## src/rtl/burst_read_master.sv

```systemverilog
// rtl/burst_read_master.sv - Avalon-MM burst read master with credit-limited show-ahead data FIFO
module burst_read_master #(
    parameter int ADDRESS_WIDTH     = 32,
    parameter int LENGTH_WIDTH      = 32,
    parameter int DATA_WIDTH        = 32,
    parameter int BYTE_ENABLE_WIDTH = 4,
    parameter int BURST_COUNT       = 8,
    parameter int BURST_WIDTH       = 4,
    parameter int FIFO_DEPTH        = 32,
    parameter int FIFO_DEPTH_LOG2   = 5
) (
    input  logic                         clk,
    input  logic                         reset,
    output logic [ADDRESS_WIDTH-1:0]     master_address,
    output logic                         master_read,
    output logic [BURST_WIDTH-1:0]       master_burstcount,
    output logic [BYTE_ENABLE_WIDTH-1:0] master_byteenable,
    input  logic                         master_waitrequest,
    input  logic [DATA_WIDTH-1:0]        master_readdata,
    input  logic                         master_readdatavalid,
    input  logic                         ctrl_start,
    input  logic [ADDRESS_WIDTH-1:0]     ctrl_baseaddress,
    input  logic [LENGTH_WIDTH-1:0]      ctrl_length,
    output logic                         ctrl_busy,
    output logic                         ctrl_done,
    output logic [DATA_WIDTH-1:0]        user_data,
    output logic                         user_valid,
    input  logic                         user_ready
);
    localparam int PW = FIFO_DEPTH_LOG2 + 1;
    localparam int CW = FIFO_DEPTH_LOG2 + 2;

    typedef enum logic [1:0] {IDLE, ISSUE, DRAIN} state_t;
    state_t state, state_next;

    logic [LENGTH_WIDTH-1:0]    remaining;
    logic [LENGTH_WIDTH-1:0]    next_remaining;
    logic [PW-1:0]              pending;
    logic [PW-1:0]              fifo_used;
    logic [FIFO_DEPTH_LOG2-1:0] wr_ptr;
    logic [FIFO_DEPTH_LOG2-1:0] rd_ptr;
    logic [DATA_WIDTH-1:0]      mem [FIFO_DEPTH];
    logic [BURST_WIDTH-1:0]     burst;
    logic [BURST_WIDTH-1:0]     next_burst;
    logic [CW-1:0]              credit;
    logic [CW-1:0]              next_credit;
    logic                       accept;
    logic                       push;
    logic                       pop;

    function automatic logic [BURST_WIDTH-1:0] burst_of(input logic [LENGTH_WIDTH-1:0] r);
        if (r < LENGTH_WIDTH'(BURST_COUNT))
            return r[BURST_WIDTH-1:0];
        else
            return BURST_WIDTH'(BURST_COUNT);
    endfunction

    assign accept = master_read && !master_waitrequest;
    // beats arriving with nothing outstanding are protocol violations (or pre-reset leftovers)
    assign push   = master_readdatavalid && (pending != '0);
    assign pop    = user_valid && user_ready;

    assign burst          = burst_of(remaining);
    assign next_remaining = remaining - LENGTH_WIDTH'(master_burstcount);
    assign next_burst     = burst_of(next_remaining);
    // credit counts FIFO slots not yet claimed by stored or in-flight beats
    assign credit         = CW'(FIFO_DEPTH) - CW'(fifo_used) - CW'(pending);
    assign next_credit    = credit - CW'(master_burstcount) + CW'(pop);

    always_ff @(posedge clk) begin
        if (reset)
            state <= IDLE;
        else
            state <= state_next;
    end

    always_comb begin
        state_next = state;
        unique case (state)
            IDLE:    if (ctrl_start && ctrl_length != '0) state_next = ISSUE;
            ISSUE:   if (remaining == '0 && !master_read) state_next = DRAIN;
            DRAIN:   if (pending == '0) state_next = IDLE;
            default: state_next = IDLE;
        endcase
    end

    always_comb begin
        ctrl_busy         = (state != IDLE);
        master_byteenable = '1;
        user_valid        = (fifo_used != '0);
        user_data         = user_valid ? mem[rd_ptr] : '0;
    end

    always_ff @(posedge clk) begin
        if (reset) begin
            master_address    <= '0;
            master_read       <= 1'b0;
            master_burstcount <= '0;
            remaining         <= '0;
            pending           <= '0;
            ctrl_done         <= 1'b0;
        end else begin
            ctrl_done <= (state == IDLE && ctrl_start && ctrl_length == '0) ||
                         (state == DRAIN && pending == '0);
            pending   <= pending + (accept ? PW'(master_burstcount) : PW'(0)) - PW'(push);
            case (state)
                IDLE: begin
                    if (ctrl_start && ctrl_length != '0) begin
                        master_address <= ctrl_baseaddress;
                        remaining      <= ctrl_length;
                    end
                end
                ISSUE: begin
                    if (accept) begin
                        master_address <= master_address +
                                          ADDRESS_WIDTH'(master_burstcount) * ADDRESS_WIDTH'(BYTE_ENABLE_WIDTH);
                        remaining      <= next_remaining;
                        // keep read high for a back-to-back burst when it already fits
                        if (next_remaining != '0 && next_credit >= CW'(next_burst)) begin
                            master_read       <= 1'b1;
                            master_burstcount <= next_burst;
                        end else begin
                            master_read       <= 1'b0;
                        end
                    end else if (!master_read && remaining != '0 && credit >= CW'(burst)) begin
                        master_read       <= 1'b1;
                        master_burstcount <= burst;
                    end
                end
                default: ;
            endcase
        end
    end

    always_ff @(posedge clk) begin
        if (reset) begin
            wr_ptr    <= '0;
            rd_ptr    <= '0;
            fifo_used <= '0;
        end else begin
            if (push) wr_ptr <= wr_ptr + 1'b1;
            if (pop)  rd_ptr <= rd_ptr + 1'b1;
            fifo_used <= fifo_used + PW'(push) - PW'(pop);
        end
    end

    always_ff @(posedge clk) begin
        if (push) mem[wr_ptr] <= master_readdata;
    end
endmodule
```

## config.mk

```make
export PLATFORM = sky130hd
export DESIGN_NAME = burst_read_master
export DESIGN_NICKNAME = d
export VERILOG_FILES = /design/src/rtl/burst_read_master.sv
export SDC_FILE = /design/constraint.sdc
export NUM_CORES = 1
export LEC_CHECK = 0
export CAP_MARGIN = 30
export CORE_ASPECT_RATIO = 0.6
export CORE_MARGIN = 2
export CORE_UTILIZATION = 55
export CTS_CLUSTER_SIZE = 40
export DETAILED_ROUTE_END_ITERATION = 8
export HOLD_SLACK_MARGIN = 0.15
export PLACE_DENSITY = 0.73
export SKIP_CTS_REPAIR_TIMING = 1
export SLEW_MARGIN = 0
export SYNTH_ARGS = -nofsm -noshare
export SYNTH_HDL_FRONTEND = slang
export SYNTH_SLANG_ARGS = --single-unit
```

## constraint.sdc

```tcl
create_clock -name clk -period 6.8 [get_ports clk]
set_input_delay 1.36 -clock clk [delete_from_list [all_inputs] [get_ports clk]]
set_output_delay 1.36 -clock clk [all_outputs]
set_load 0.02 [all_outputs]
```

# ---- After elaboration in Yosys (flattened, before gate mapping)
# Memory sizes are Yosys's and may differ from the RTL's. A register that Yosys moved wholly into a read port is not among the register bits.
# Index checks and enable logic that the tools add are counted.
dict set report totals {
  regBits 94
  ram_bits 1024
  inputBits 102
  wordCells 88
  n_memories 1
}
# name depth width rd rd_clocked_by_memory_dff wr line_no
set memory_table {}
lappend memory_table {mem 32 32 1 1 1 42} ;# logic [DATA_WIDTH-1:0] mem [FIFO_DEPTH];
dict set report classes {
  add_sub_neg 12
  n_lt_le_gt_ge 4
  n_eq_ne 7
  n_mux 24
  n_reduce_logical 30
}
# op count
set ops {}
lappend ops {{32-bit 2-to-1 mux} 5}
lappend ops {{32-bit one-hot mux with 2 select lines} 2}
lappend ops {{32-bit nonzero test} 3}
lappend ops {{32-bit zero test} 2}
lappend ops {{32-bit by 4-bit less-than comparator with 1-bit output, second input constant} 2}
lappend ops {{32-bit by 6-bit adder with 32-bit output} 1}
lappend ops {{32-bit by 4-bit subtractor with 32-bit output} 1}
lappend ops {{4-bit 2-to-1 mux} 6}
lappend ops {{7-bit by 4-bit greater-or-equal comparator with 1-bit output} 2}
lappend ops {{6-bit nonzero test} 2}
lappend ops {{6-bit by 1-bit subtractor with 6-bit output} 2}
lappend ops {{1-bit logical AND} 11}
lappend ops {{5-bit by 1-bit adder with 5-bit output, second input constant} 2}
lappend ops {{5-bit 2-to-1 mux} 2}
lappend ops {{3-bit AND reduction} 3}
lappend ops {{2-bit inequality test, second input constant} 4}
lappend ops {{7-bit by 1-bit adder with 7-bit output} 1}
lappend ops {{6-bit by 6-bit subtractor with 7-bit output, first input constant} 1}
lappend ops {{7-bit by 4-bit subtractor with 7-bit output} 1}
lappend ops {{7-bit by 6-bit subtractor with 7-bit output} 1}
lappend ops {{6-bit by 1-bit adder with 6-bit output} 1}
lappend ops {{6-bit by 4-bit adder with 6-bit output} 1}
lappend ops {{6-bit zero test} 1}
lappend ops {{2-bit 2-to-1 mux} 3}
lappend ops {{other kinds (10)} 17}

# ---- Longest topological paths before layout
dict set report logic_depth {
  ltp_word 8
  mapped_depth 22
  depth_no_buf 20
}

# ---- Worst setup path after synthesis
# OpenSTA, ideal clock, no wires.
dict set report synth_timing {
  path_type {register -> register}
  from {register master_burstcount[0]}
  to {register master_burstcount[1]}
  arrival_ns 4.822
  path_slack_ns 1.862
  stages_incl_launch_ff 19
  n_path_buf 0
  period_less_slack_ns 4.938
  cell_sequence {dfxtp_1 > ha_1 > inv_1 > fa_1 > a21o_1 > a21oi_1 > nand3_1 > xnor2_1 > or4_1 > nor4_4 > nor2b_1 > ha_1 > o21ai_0 > a21oi_1 > a2111oi_0 > a21oi_1 > a21o_1 > o21bai_2 > o211a_1}
}
dict set report synth_via {
  elab_chain_len 7
}
# element line_no
set synth_lines {}
lappend synth_lines {{from (decl)} 16} ;# output logic [BURST_WIDTH-1:0] master_burstcount,
lappend synth_lines {{from (signal assigned)} 121} ;# master_burstcount <= next_burst;
lappend synth_lines {{from (signal assigned)} 127} ;# master_burstcount <= burst;
lappend synth_lines {{32-bit by 4-bit subtractor with 32-bit output} 64} ;# assign next_remaining = remaining - LENGTH_WIDTH'(master_burstcount);
lappend synth_lines {{32-bit by 4-bit less-than comparator with 1-bit output} 52} ;# if (r < LENGTH_WIDTH'(BURST_COUNT))
lappend synth_lines {{4-bit 2-to-1 mux} 52}
lappend synth_lines {{7-bit by 4-bit greater-or-equal comparator with 1-bit output} 119} ;# if (next_remaining != '0 && next_credit >= CW'(next_burst)) begin
lappend synth_lines {{1-bit logical AND} 119}
lappend synth_lines {{2-bit by 1-bit inequality test with 1-bit output (no line)} n/a}
lappend synth_lines {{3-bit AND reduction (no line)} n/a}
# Parallel ways exist; a longest one is shown, timed or not. The select of a mux whose other input is x is not followed.
# A chain may end at the register's enable or synchronous reset.

# ---- Worst setup path in the final report
dict set report layout_timing {
  from {register master_burstcount[0]}
  to {register master_burstcount[3]}
}
# Same word-level chain as after synthesis.

==> flow_summary_export.csv <==
group,metric,value,unit
timing,setup_tns,0,ns
die,std_cell_rows,82,
timing,maxSlewHeadroom,0.2814,
setup_path,reg2reg_to,"master_burstcount[3]",
die,start_util,0.5540,
global_route,grt_max_degree,94,
global_route,grt_use_total,0.2659,
setup_path,cp_num_cells,19,
synth,synth_mux_area_frac,0.1642,
clock_tree,cts_tree,"yes",
detailed_routing,antenna_left,0,
setup_path,cp_common_cell,"a21oi_1",
place,place_area,49730,µm²
timing,drv_slew,0,
pwr,p_per_area,365.1,nW/µm²
synth,postSynthAreaPerCell,18.61,µm²
place,place_worst_setup_slack,1.016,ns
detailed_routing,wire_per_inst,29.07,µm
synth,synth-compound-area-share,0.03730,
synth,yosys.area_share.simple,0.04481,
synth,yosysTopAreaCellShare,0.6663,
synth,synth_top_family_by_area,"multiplexers",
layout,num_antenna_cells,0,
clock_tree,cts.sink_count,1123,
synth,ys_warn_count,0,
synth,synth.distinct_cells,72,
layout,design_area,53260,µm²
setup_path,cpPeakStageDelay,0.64,ns
setup_path,arrival,6.46,ns
setup_path,endpoint_kind,"register",
global_route,grt_pass1_wl,166000,µm
min_path,hold_path.class,"register to register",
setup_path,r2r_cells,19,
pwr,ir_drop,281.2,µV
timing,skew,0.03285,ns
synth,synth_xor_area_frac,0.007591,
detailed_routing,drt_iter0_drc,3522,
detailed_routing,wl,113800,µm
synth,yosysSeqAreaShare,0.7092,
layout,syn_to_final_growth,15.40,%
min_path,min_to,"master_address[1]",
clock_tree,numCtsBuffers,100,
place,gp_congestion,0.8552,
timing,fin_crit_sh,0.8649,
timing,period_needed,5.881,ns
synth,synth-edff-count,1024,
global_route,grt_pass1_vias,24871,
setup_path,cp_slowest_cell,"a2111oi_0",
synth,yosys.area.top_type,"edfxtp_1",
clock_tree,path_clk_slew,0.07,ns
die,coreArea,83310,µm²
die,boundaryPins,178,
timing,setup_viol,0,
setup_path,critPathBufInv,2,
setup_path,r2r-start,"master_burstcount[0]",
pwr,leakagePower,16.70,nW
synth,synthTopCellsByArea,"edfxtp_1 67%, mux4_2 16%, dfxtp_1 4.3%",
layout,final_core_util,0.6393,
synth,synthCells,2480,
synth,netlist_area,46150,µm²
clock_tree,clockBufferDepth,3,
pwr,p_total,19.44,mW
layout,final_nets,2868,
timing,tightest_slew,1.075,ns
clock_tree,cts-root-buf,"clkbuf_16",
setup_path,cp.required,7.38,ns
timing,hold_viol,0,
min_path,holdPathStages,2,
place,port-buffer-count,173,
synth,synthArstFlopShare,0,
synth,synth.ff_latch_count,1123,
setup_path,cp_max_fo,10,
global_route,grt-ovfl-total,0,
timing,fin_ws,0.9186,ns
setup_path,worstPathCellList,"ha_1, inv_1, fa_1, a21o_1, a21oi_1, nand3_1, xnor2_1, or4_1, nor4_4, buf_4, nor2b_1, ha_1, o21ai_0, a21oi_1, a2111oi_0, a21oi_1, a21o_1, o21bai_2, o31ai_1",
synth,synth_flop_cell,"edfxtp_1",
clock_tree,cts_htree_levels,3,
detailed_routing,via_per_inst,6.420,
setup_path,critical_path_class,"register to register",
min_path,min_from,"master_address[1]",
setup_path,crit_family,"compound AO/OA/AOI/OAI gates",
detailed_routing,vias,25120,
die,fp.dieArea,86320,µm²
place,dp_cells,3718,
setup_path,crit_path_start_kind,"register",
layout,drive_above_1_share,0.2173,
layout,stdcell_count,3913,
place,hpwl,67220,µm
setup_path,rrSetupSlack,0.92,ns
global_route,antenna_found_initial,4,
timing,grt_setup_unrepaired,"no",
clock_tree,insertion_delay,0.70,ns
flow_run,cap_violations,0,
timing,fmax,170.0,MHz
die,die_width,378.0,µm
synth,synthAdderAreaFrac,0.01968,
detailed_routing,dr.pass1.iters,7,
timing,timing.hold.ws,0.5062,ns
run_status,outcome,"complete, no violations",
layout,layout_commonest_cell,"edfxtp_1",
detailed_routing,drt_drc_violations_left,0,
layout,layout_common_cells,"1024 x edfxtp_1, 320 x mux4_2, 172 x clkdlybuf4s50_1",
die,die_h,228.4,µm
==> Yosys cell counts (all sizes together), types with 7 or more instances <==
master	number
a211oi	30
a21o	17
a21oi	73
a22oi	17
a31oi	7
and2	8
and3	8
buf	45
clkbuf	96
dfxtp	99
edfxtp	1024
ha	63
inv	59
mux2i	36
mux4	320
nand2	96
nand3	25
nand4	17
nor2	183
nor2b	10
nor3	17
nor4	32
o21ai	53
o21bai	7
o22ai	11
o31ai	7
or4	8
xnor2	21
xor2	19
==> power by group <==
group | internal (mW) | switching, mW | total [mW] | leakage [nW]
sequential | 7.75 | 0.219 | 7.97 | 10.0
clock | 3.21 | 2.50 | 5.71 | 1.61
combinational | 2.70 | 3.06 | 5.76 | 5.06
total | 13.7 | 5.78 | 19.4 | 16.7
==> state kept, by name (all words and copies together), names as in the netlist, named ones only <==
register / cells
master_read: 1
rd_ptr: 5
ctrl_done: 1
remaining: 32
fifo_used: 6
master_burstcount: 4
mem: 1024
pending: 6
master_address: 32
wr_ptr: 5
state: 2
==> kinds of logic (layout without fill, tap and decap cells) <==
group           after synthesis  count (layout)
simple gates                428             428
flops                      1123            1123
fa+ha+maj                    69              69
xor+xnor                     40              40
compound gates              262             262
other cells                   1               4
mux                         357             357
buf+inv                     200             496
==> routing by layer <==
metal,vias to the layer above,global-route usage,routed length (µm)
met2,1374,0.3787,50920
met1,13044,0.4127,47680
li1,10516,-,-
met4,8,0.06922,2728
met3,178,0.06810,12380
met5,-,0,55
==> worst max-delay path by stage <==
stage                    startpoint              endpoint  slack (ns)
2_1_floorplan  master_burstcount[0]  master_burstcount[1]        1.86
3_3_place_gp   master_burstcount[0]  master_burstcount[0]        1.06
3_5_place_dp   master_burstcount[0]  master_burstcount[2]        1.02
4_1_cts        master_burstcount[0]  master_burstcount[3]         1.0
5_1_grt        master_burstcount[0]  master_burstcount[3]        0.64
6_report       master_burstcount[0]  master_burstcount[3]        0.92
==> area by class of cell <==
class	instances	area, µm²
sequential	1123	32750
fill	5655	30050
multi-input combinational	1160	12900
clock buffer	128	2721
timing repair buffer	253	2690
tap	1134	1419
clock inverter	56	565.5
inverter	59	221.5
==> worst reg2reg max path: cells and delay by family, from the launching register on <==
kind / cells / cell delay (ns)
XOR/XNOR: 1 / 0.22
AO/OA/AOI/OAI: 9 / 2.53
adder cells (fa/ha/maj): 3 / 0.87
buffers and inverters: 2 / 0.30
flip-flops: 1 / 0.48
AND/OR/NAND/NOR: 4 / 1.38
Note: power is estimated with default switching activity, not from simulation.
